<file path="src/rtl/mem_loader_if.sv">
// Byte-stream input and memory write bundle for the program/data loader.
// The slave view belongs to the loader, the master view to the stream source.
interface mem_loader_if #(
    parameter int AW = 14,
    parameter int DW = 10,
    parameter int IW = 30
);
    logic          in_valid;
    logic [7:0]    in_data;
    logic          in_ready;
    logic          mem_we;
    logic [AW-1:0] mem_addr;
    logic [DW-1:0] mem_wdata;
    logic          instr_we;
    logic [AW-1:0] instr_addr;
    logic [IW-1:0] instr_wdata;
    logic          cpu_hold;
    logic          done;
    logic          err;

    modport slave (
        input  in_valid, in_data,
        output in_ready,
        output mem_we, mem_addr, mem_wdata,
        output instr_we, instr_addr, instr_wdata,
        output cpu_hold, done, err
    );

    modport master (
        output in_valid, in_data,
        input  in_ready,
        input  mem_we, mem_addr, mem_wdata,
        input  instr_we, instr_addr, instr_wdata,
        input  cpu_hold, done, err
    );
endinterface

</file>
<file path="src/rtl/mem_loader.sv">
// Framed byte-stream loader that fills data RAM or instruction memory
// and holds the core stalled while a frame is in flight.
module mem_loader #(
    parameter int AW = 14,
    parameter int DW = 10,
    parameter int IW = 30
) (
    input  logic         clk,
    input  logic         rst,
    mem_loader_if.slave  bus
);
    typedef enum logic [2:0] {
        IDLE,
        ADDR,
        CNT,
        PAYLOAD,
        DONE
    } state_t;

    state_t        state;
    state_t        state_nxt;
    logic          is_instr;
    logic [1:0]    bcnt;
    logic [AW-1:0] addr;
    logic [AW-1:0] remain;
    logic [23:0]   buffer;

    logic fire;
    logic hdr_ok;
    logic last_byte;
    logic cnt_zero;
    logic last_word;

    assign bus.in_ready = (state != DONE);
    assign bus.cpu_hold = (state != IDLE);

    assign fire      = bus.in_valid & bus.in_ready;
    assign hdr_ok    = (bus.in_data == 8'h01) | (bus.in_data == 8'h02);
    assign last_byte = is_instr ? (bcnt == 2'd3) : (bcnt == 2'd1);
    // Low count byte already sits in remain[7:0] when the high byte arrives.
    assign cnt_zero  = ({bus.in_data[AW-9:0], remain[7:0]} == '0);
    assign last_word = (remain == AW'(1));

    // State register.
    always_ff @(posedge clk) begin
        if (rst) state <= IDLE;
        else     state <= state_nxt;
    end

    // Frame sequencing: header, two address bytes, two count bytes, payload.
    always_comb begin
        state_nxt = state;
        unique case (state)
            IDLE:    if (fire && hdr_ok) state_nxt = ADDR;
            ADDR:    if (fire && bcnt[0]) state_nxt = CNT;
            CNT:     if (fire && bcnt[0]) state_nxt = cnt_zero ? DONE : PAYLOAD;
            PAYLOAD: if (fire && last_byte && last_word) state_nxt = DONE;
            DONE:    state_nxt = IDLE;
            default: state_nxt = IDLE;
        endcase
    end

    // Field capture, word assembly and registered write/status outputs.
    always_ff @(posedge clk) begin
        if (rst) begin
            is_instr        <= 1'b0;
            bcnt            <= '0;
            addr            <= '0;
            remain          <= '0;
            buffer          <= '0;
            bus.mem_we      <= 1'b0;
            bus.mem_addr    <= '0;
            bus.mem_wdata   <= '0;
            bus.instr_we    <= 1'b0;
            bus.instr_addr  <= '0;
            bus.instr_wdata <= '0;
            bus.done        <= 1'b0;
            bus.err         <= 1'b0;
        end else begin
            bus.mem_we   <= 1'b0;
            bus.instr_we <= 1'b0;
            bus.done     <= 1'b0;
            bus.err      <= 1'b0;
            if (fire) begin
                unique case (state)
                    IDLE: begin
                        is_instr <= bus.in_data[1];
                        bcnt     <= '0;
                        if (!hdr_ok) bus.err <= 1'b1;
                    end
                    ADDR: begin
                        if (bcnt[0]) addr[AW-1:8] <= bus.in_data[AW-9:0];
                        else         addr[7:0]    <= bus.in_data;
                        bcnt <= {1'b0, ~bcnt[0]};
                    end
                    CNT: begin
                        if (bcnt[0]) remain[AW-1:8] <= bus.in_data[AW-9:0];
                        else         remain[7:0]    <= bus.in_data;
                        if (bcnt[0] && cnt_zero) bus.done <= 1'b1;
                        bcnt <= {1'b0, ~bcnt[0]};
                    end
                    PAYLOAD: begin
                        if (last_byte) begin
                            if (is_instr) begin
                                bus.instr_we    <= 1'b1;
                                bus.instr_addr  <= addr;
                                bus.instr_wdata <= {bus.in_data[IW-25:0], buffer};
                            end else begin
                                bus.mem_we    <= 1'b1;
                                bus.mem_addr  <= addr;
                                bus.mem_wdata <= {bus.in_data[DW-9:0], buffer[7:0]};
                            end
                            addr   <= addr + AW'(1);
                            remain <= remain - AW'(1);
                            bcnt   <= '0;
                            if (last_word) bus.done <= 1'b1;
                        end else begin
                            buffer[8*bcnt +: 8] <= bus.in_data;
                            bcnt <= bcnt + 2'd1;
                        end
                    end
                    default: ;
                endcase
            end
        end
    end
endmodule
</file>
<file path="src/flat_wrapper.sv">
// flat-port wrapper written by rule: the top's interface ports become plain ports
module mem_loader_flat 
#(
    parameter int AW = 14,
    parameter int DW = 10,
    parameter int IW = 30
)
  (clk, rst, bus_in_valid, bus_in_data, bus_in_ready, bus_mem_we, bus_mem_addr, bus_mem_wdata, bus_instr_we, bus_instr_addr, bus_instr_wdata, bus_cpu_hold, bus_done, bus_err);
  mem_loader_if #(.AW(AW), .DW(DW), .IW(IW)) bus_i ();
  input  logic clk;
  input  logic rst;
  input wire logic [$bits(bus_i.in_valid)-1:0] bus_in_valid;
  input wire logic [$bits(bus_i.in_data)-1:0] bus_in_data;
  output wire logic [$bits(bus_i.in_ready)-1:0] bus_in_ready;
  output wire logic [$bits(bus_i.mem_we)-1:0] bus_mem_we;
  output wire logic [$bits(bus_i.mem_addr)-1:0] bus_mem_addr;
  output wire logic [$bits(bus_i.mem_wdata)-1:0] bus_mem_wdata;
  output wire logic [$bits(bus_i.instr_we)-1:0] bus_instr_we;
  output wire logic [$bits(bus_i.instr_addr)-1:0] bus_instr_addr;
  output wire logic [$bits(bus_i.instr_wdata)-1:0] bus_instr_wdata;
  output wire logic [$bits(bus_i.cpu_hold)-1:0] bus_cpu_hold;
  output wire logic [$bits(bus_i.done)-1:0] bus_done;
  output wire logic [$bits(bus_i.err)-1:0] bus_err;
  assign bus_i.in_valid = bus_in_valid;
  assign bus_i.in_data = bus_in_data;
  assign bus_in_ready = bus_i.in_ready;
  assign bus_mem_we = bus_i.mem_we;
  assign bus_mem_addr = bus_i.mem_addr;
  assign bus_mem_wdata = bus_i.mem_wdata;
  assign bus_instr_we = bus_i.instr_we;
  assign bus_instr_addr = bus_i.instr_addr;
  assign bus_instr_wdata = bus_i.instr_wdata;
  assign bus_cpu_hold = bus_i.cpu_hold;
  assign bus_done = bus_i.done;
  assign bus_err = bus_i.err;
  mem_loader #(.AW(AW), .DW(DW), .IW(IW)) u_core (.clk(clk), .rst(rst), .bus(bus_i));
endmodule
</file>
<file path="config.mk">
export PLATFORM = sky130hd
export DESIGN_NAME = mem_loader_flat
export DESIGN_NICKNAME = d
export VERILOG_FILES = /design/src/rtl/mem_loader_if.sv /design/src/rtl/mem_loader.sv /design/src/flat_wrapper.sv
export SDC_FILE = /design/constraint.sdc
export NUM_CORES = 1
export LEC_CHECK = 0
export CORE_MARGIN = 2
export CORE_UTILIZATION = 35
export CTS_CLUSTER_DIAMETER = 40
export DETAILED_ROUTE_END_ITERATION = 6
export DONT_BUFFER_PORTS = 1
export PLACE_DENSITY = 0.47
export SLEW_MARGIN = 20
export SYNTH_ARGS = -nofsm -noshare
export SYNTH_HDL_FRONTEND = slang
export SYNTH_SLANG_ARGS = --single-unit
export TNS_END_PERCENT = 1
</file>
<file path="constraint.sdc">
create_clock -name clk -period 2.2 [get_ports clk]
set_input_delay 0.44 -clock clk [delete_from_list [all_inputs] [get_ports clk]]
set_output_delay 0.44 -clock clk [all_outputs]
set_load 0.03 [all_outputs]
</file>
==> flow_metrics.env <==
export IMPL_register_area_share_after_synthesis=0.458
export IMPL_floorplan_core_area_um2=15900
export IMPL_area_sequential_um2=2600
export IMPL_setup_tns_final_ns=0
export IMPL_ctsRootBufferMaster="clkbuf_16"
export IMPL_area_growth_syn_to_layout_pct=16.7
export IMPL_ctsLongestPathBuffers=2
export IMPL_nets=746
export IMPL_boundary_pins=85
export IMPL_netlist_top_cells_area="dfxtp_1 (46%), nand2_1 (13%), a21oi_1 (11%)"
export IMPL_reg2reg_to="u_core.buffer[1]$_SDFFE_PP0P_"
export IMPL_ys_types=58
export IMPL_horizontal_die_dimension_um=131
export IMPL_net_count_of_the_mapped_netlist=753
export IMPL_critical_path_arrival_ns=1.70
export IMPL_synth_seq_cells=130
export IMPL_number_of_synthesized_flops_with_an_enable_pin=0
export IMPL_avgSynthCellArea_um2=7.74
export IMPL_worstHoldStart="rst"
export IMPL_vias=5125
export IMPL_detail_route_first_pass_iterations=5
export IMPL_outcome="finished, final reports clean"
export IMPL_insertedDiodeCount=0
export IMPL_initial_utilization=0.357
export IMPL_clock_latency_ns=0.42
export IMPL_depth_of_the_worst_register_to_register_path=5
export IMPL_hold_path_cell_count=1
export IMPL_startpoint_type="register"
export IMPL_die_area_um2=17300
export IMPL_synth_cells_most_frequent="nand2_1 (196), dfxtp_1 (130), a21oi_1 (125)"
export IMPL_worst_path_max_fanout=10
export IMPL_wl_per_cell_um=17.0
export IMPL_first_global_vias=4781
export IMPL_endpoint_kind="primary output"
export IMPL_post_synth_top_count_cell="nand2_1"
export IMPL_final_setup_skew_ns=0.00903
export IMPL_cap_viol_max_count=0
export IMPL_r2r_start="u_core.bcnt[1]$_SDFFE_PP0P_"
export IMPL_max_freq_mhz=467
export IMPL_wirelength_um=16200
export IMPL_timing_final_setup_violations=0
export IMPL_vias_per_cell=5.36
export IMPL_route_detailed_drc=0
export IMPL_largest_net_degree_at_the_start_of_global_routing=133
export IMPL_cts_setup_buffers=0
export IMPL_powerDensity_nw_per_um2=883
export IMPL_synthCells=734
export IMPL_cp_required_ns=1.76
export IMPL_post_dp_cell_area_um2=5960
export IMPL_final_fill_count=1643
export IMPL_mappedNetlistArea_um2=5680
export IMPL_cts_tree="yes"
export IMPL_place_gp_congestion=0.873
export IMPL_hpwlAfterDp_um=10600
export IMPL_drive_gt1_frac=0.104
export IMPL_clk_transition_reported_paths_ns=0.06
export IMPL_synth_async_reset_ratio=0
export IMPL_critical_path_class="register to primary output"
export IMPL_antenna_found_initial=0
export IMPL_floorplan_rows=46
export IMPL_cts_resized_gates=0
export IMPL_max_slew_margin_rel=0.664
export IMPL_final_design_area_no_fill_um2=6630
export IMPL_report_final_slew_viol_count=0
export IMPL_synth_warnings=0
export IMPL_report_final_hold_viol_count=0
export IMPL_setup_ws_pre_cts_ns=0.111
export IMPL_setup_repair_after_global_routing_missed_its_margin="false"
export IMPL_finalWorstPathRequiredPeriod_ns=2.14
export IMPL_post_synth_top_area_cell="dfxtp_1"
export IMPL_placement_io_buffers=0
export IMPL_h_tree_level_count=4
export IMPL_first_iter_violations=345
export IMPL_worst_r2r_setup_slack_ns=0.24
export IMPL_synth_largest_type_area_fraction=0.458
export IMPL_max_vdd_ir_drop_v=0.000503
export IMPL_report_power_total_w=0.00585
export IMPL_final_antenna_net_count=0
export IMPL_hold_path_class="input port to register"
export IMPL_multi_input_logic_area_um2=2820
export IMPL_first_pass_grt_wire_length_um=25900
export IMPL_synthFlopType="dfxtp_1"
export IMPL_grt_overflow_total=0
export IMPL_post_route_period_util=0.974
export IMPL_leakage_dissipation_nw=2.20
export IMPL_cts_made_buffers=17
export IMPL_grtUsageTotal=0.190
export IMPL_worst_hold_path_ep="u_core.remain[13]$_SDFFE_PP0P_"
export IMPL_cts_hold_buf=0
export IMPL_dieHeight_um=131
export IMPL_cts_sink_count=130
export IMPL_postLayoutSetupSlackWorst_ns=0.0577
export IMPL_tightest_slew_ns=0.500
## routing by layer
metal  part of all wire  global-route usage
met3              0.056              0.0556
met5                  0                   0
met2               0.47               0.311
met1               0.45               0.237
met4              0.023              0.0731
## worst max-delay path by stage
stage	to	slack [ns]	cells past startpoint	from
after global routing	bus_in_ready	0.01	3	u_core.state[2]$_SDFFE_PP0P_
after floorplan	u_core.remain[10]$_SDFFE_PP0P_	0.18	7	u_core.remain[0]$_SDFFE_PP0P_
after detailed placement	u_core.remain[10]$_SDFFE_PP0P_	0.11	7	u_core.remain[0]$_SDFFE_PP0P_
final	bus_in_ready	0.06	3	u_core.state[2]$_SDFFE_PP0P_
after CTS	bus_in_ready	0.05	3	u_core.state[1]$_SDFFE_PP0P_
after global placement	u_core.remain[10]$_SDFFE_PP0P_	0.16	7	u_core.remain[0]$_SDFFE_PP0P_
## power breakdown
part           total (W)  switching [W]  internal (W)
logic           0.000290       0.000174      0.000116
clock network    0.00315        0.00107       0.00208
registers        0.00241      0.0000344       0.00238
total            0.00585        0.00128       0.00457
## flip-flops by register name, summed over array words and instances (netlist names), 2 cells and up
signal and cells:
u_core.bus.instr_addr 14, u_core.bcnt 2, u_core.addr 14, u_core.bus.mem_addr 14, u_core.bus.mem_wdata 10, u_core.state 3
u_core.buffer 24, u_core.bus.instr_wdata 30, u_core.remain 14
## worst max-delay path, stage by stage (launching register included)
cell,delay [ns]
dfxtp_1,0.37
buf_4,0.18
nor3b_1,0.45
inv_1,0.28
## cells in the final DEF (no fill, tap or decap), types with 4 or more instances in the layout
cell       synthesis  layout
nand3_1           37      37
nor2_1            30      29
a21o_1             4       4
o21a_1             4       4
nand3b_1           5       5
inv_1              9       9
and2_1             4       4
and4_1             7       7
nand2_1          196     196
bufinv_16          0       5
nor3_1             7       6
nor3b_1            5       5
clkbuf_16          0      17
a21oi_1          125     125
buf_4              0      27
a31oi_1           10      10
a211o_1            4       4
or2_2              4       4
nor4_1             5       5
nand4_1            5       5
ha_1               8       8
dfxtp_1          130     129
o21ai_0           28      28
## area by class of cell
type / instances / area share
multi-input combinational: 540 / 0.425
sequential: 130 / 0.393
clock buffer: 21 / 0.0695
tap: 216 / 0.0408
timing repair buffer: 29 / 0.0366
clock inverter: 11 / 0.0300
inverter: 9 / 0.00510
## per-stage QoR
stage               std cells  hold WS, ns  utilization
finish                    956        0.105        0.417
global route              956       0.0847        0.417
CTS                       956       0.0844        0.417
detailed placement        924        0.440        0.375
global placement          924        0.440        0.375
floorplan                 734        0.432            -
## logic make-up (layout without fill, tap and decap cells)
logic type / after synthesis / after routing / share of synthesized area
flip-flops: 130 / 130 / 0.458
buffers and inverters: 64 / 70 / 0.0480
AO/OA/AOI/OAI: 199 / 199 / 0.205
XOR/XNOR: 3 / 3 / 0.00463
adder cells (fa/ha/maj): 8 / 8 / 0.0176
multiplexers: 1 / 1 / 0.00176
AND/OR/NAND/NOR: 329 / 329 / 0.265
Note: power is estimated with default switching activity, not from simulation.
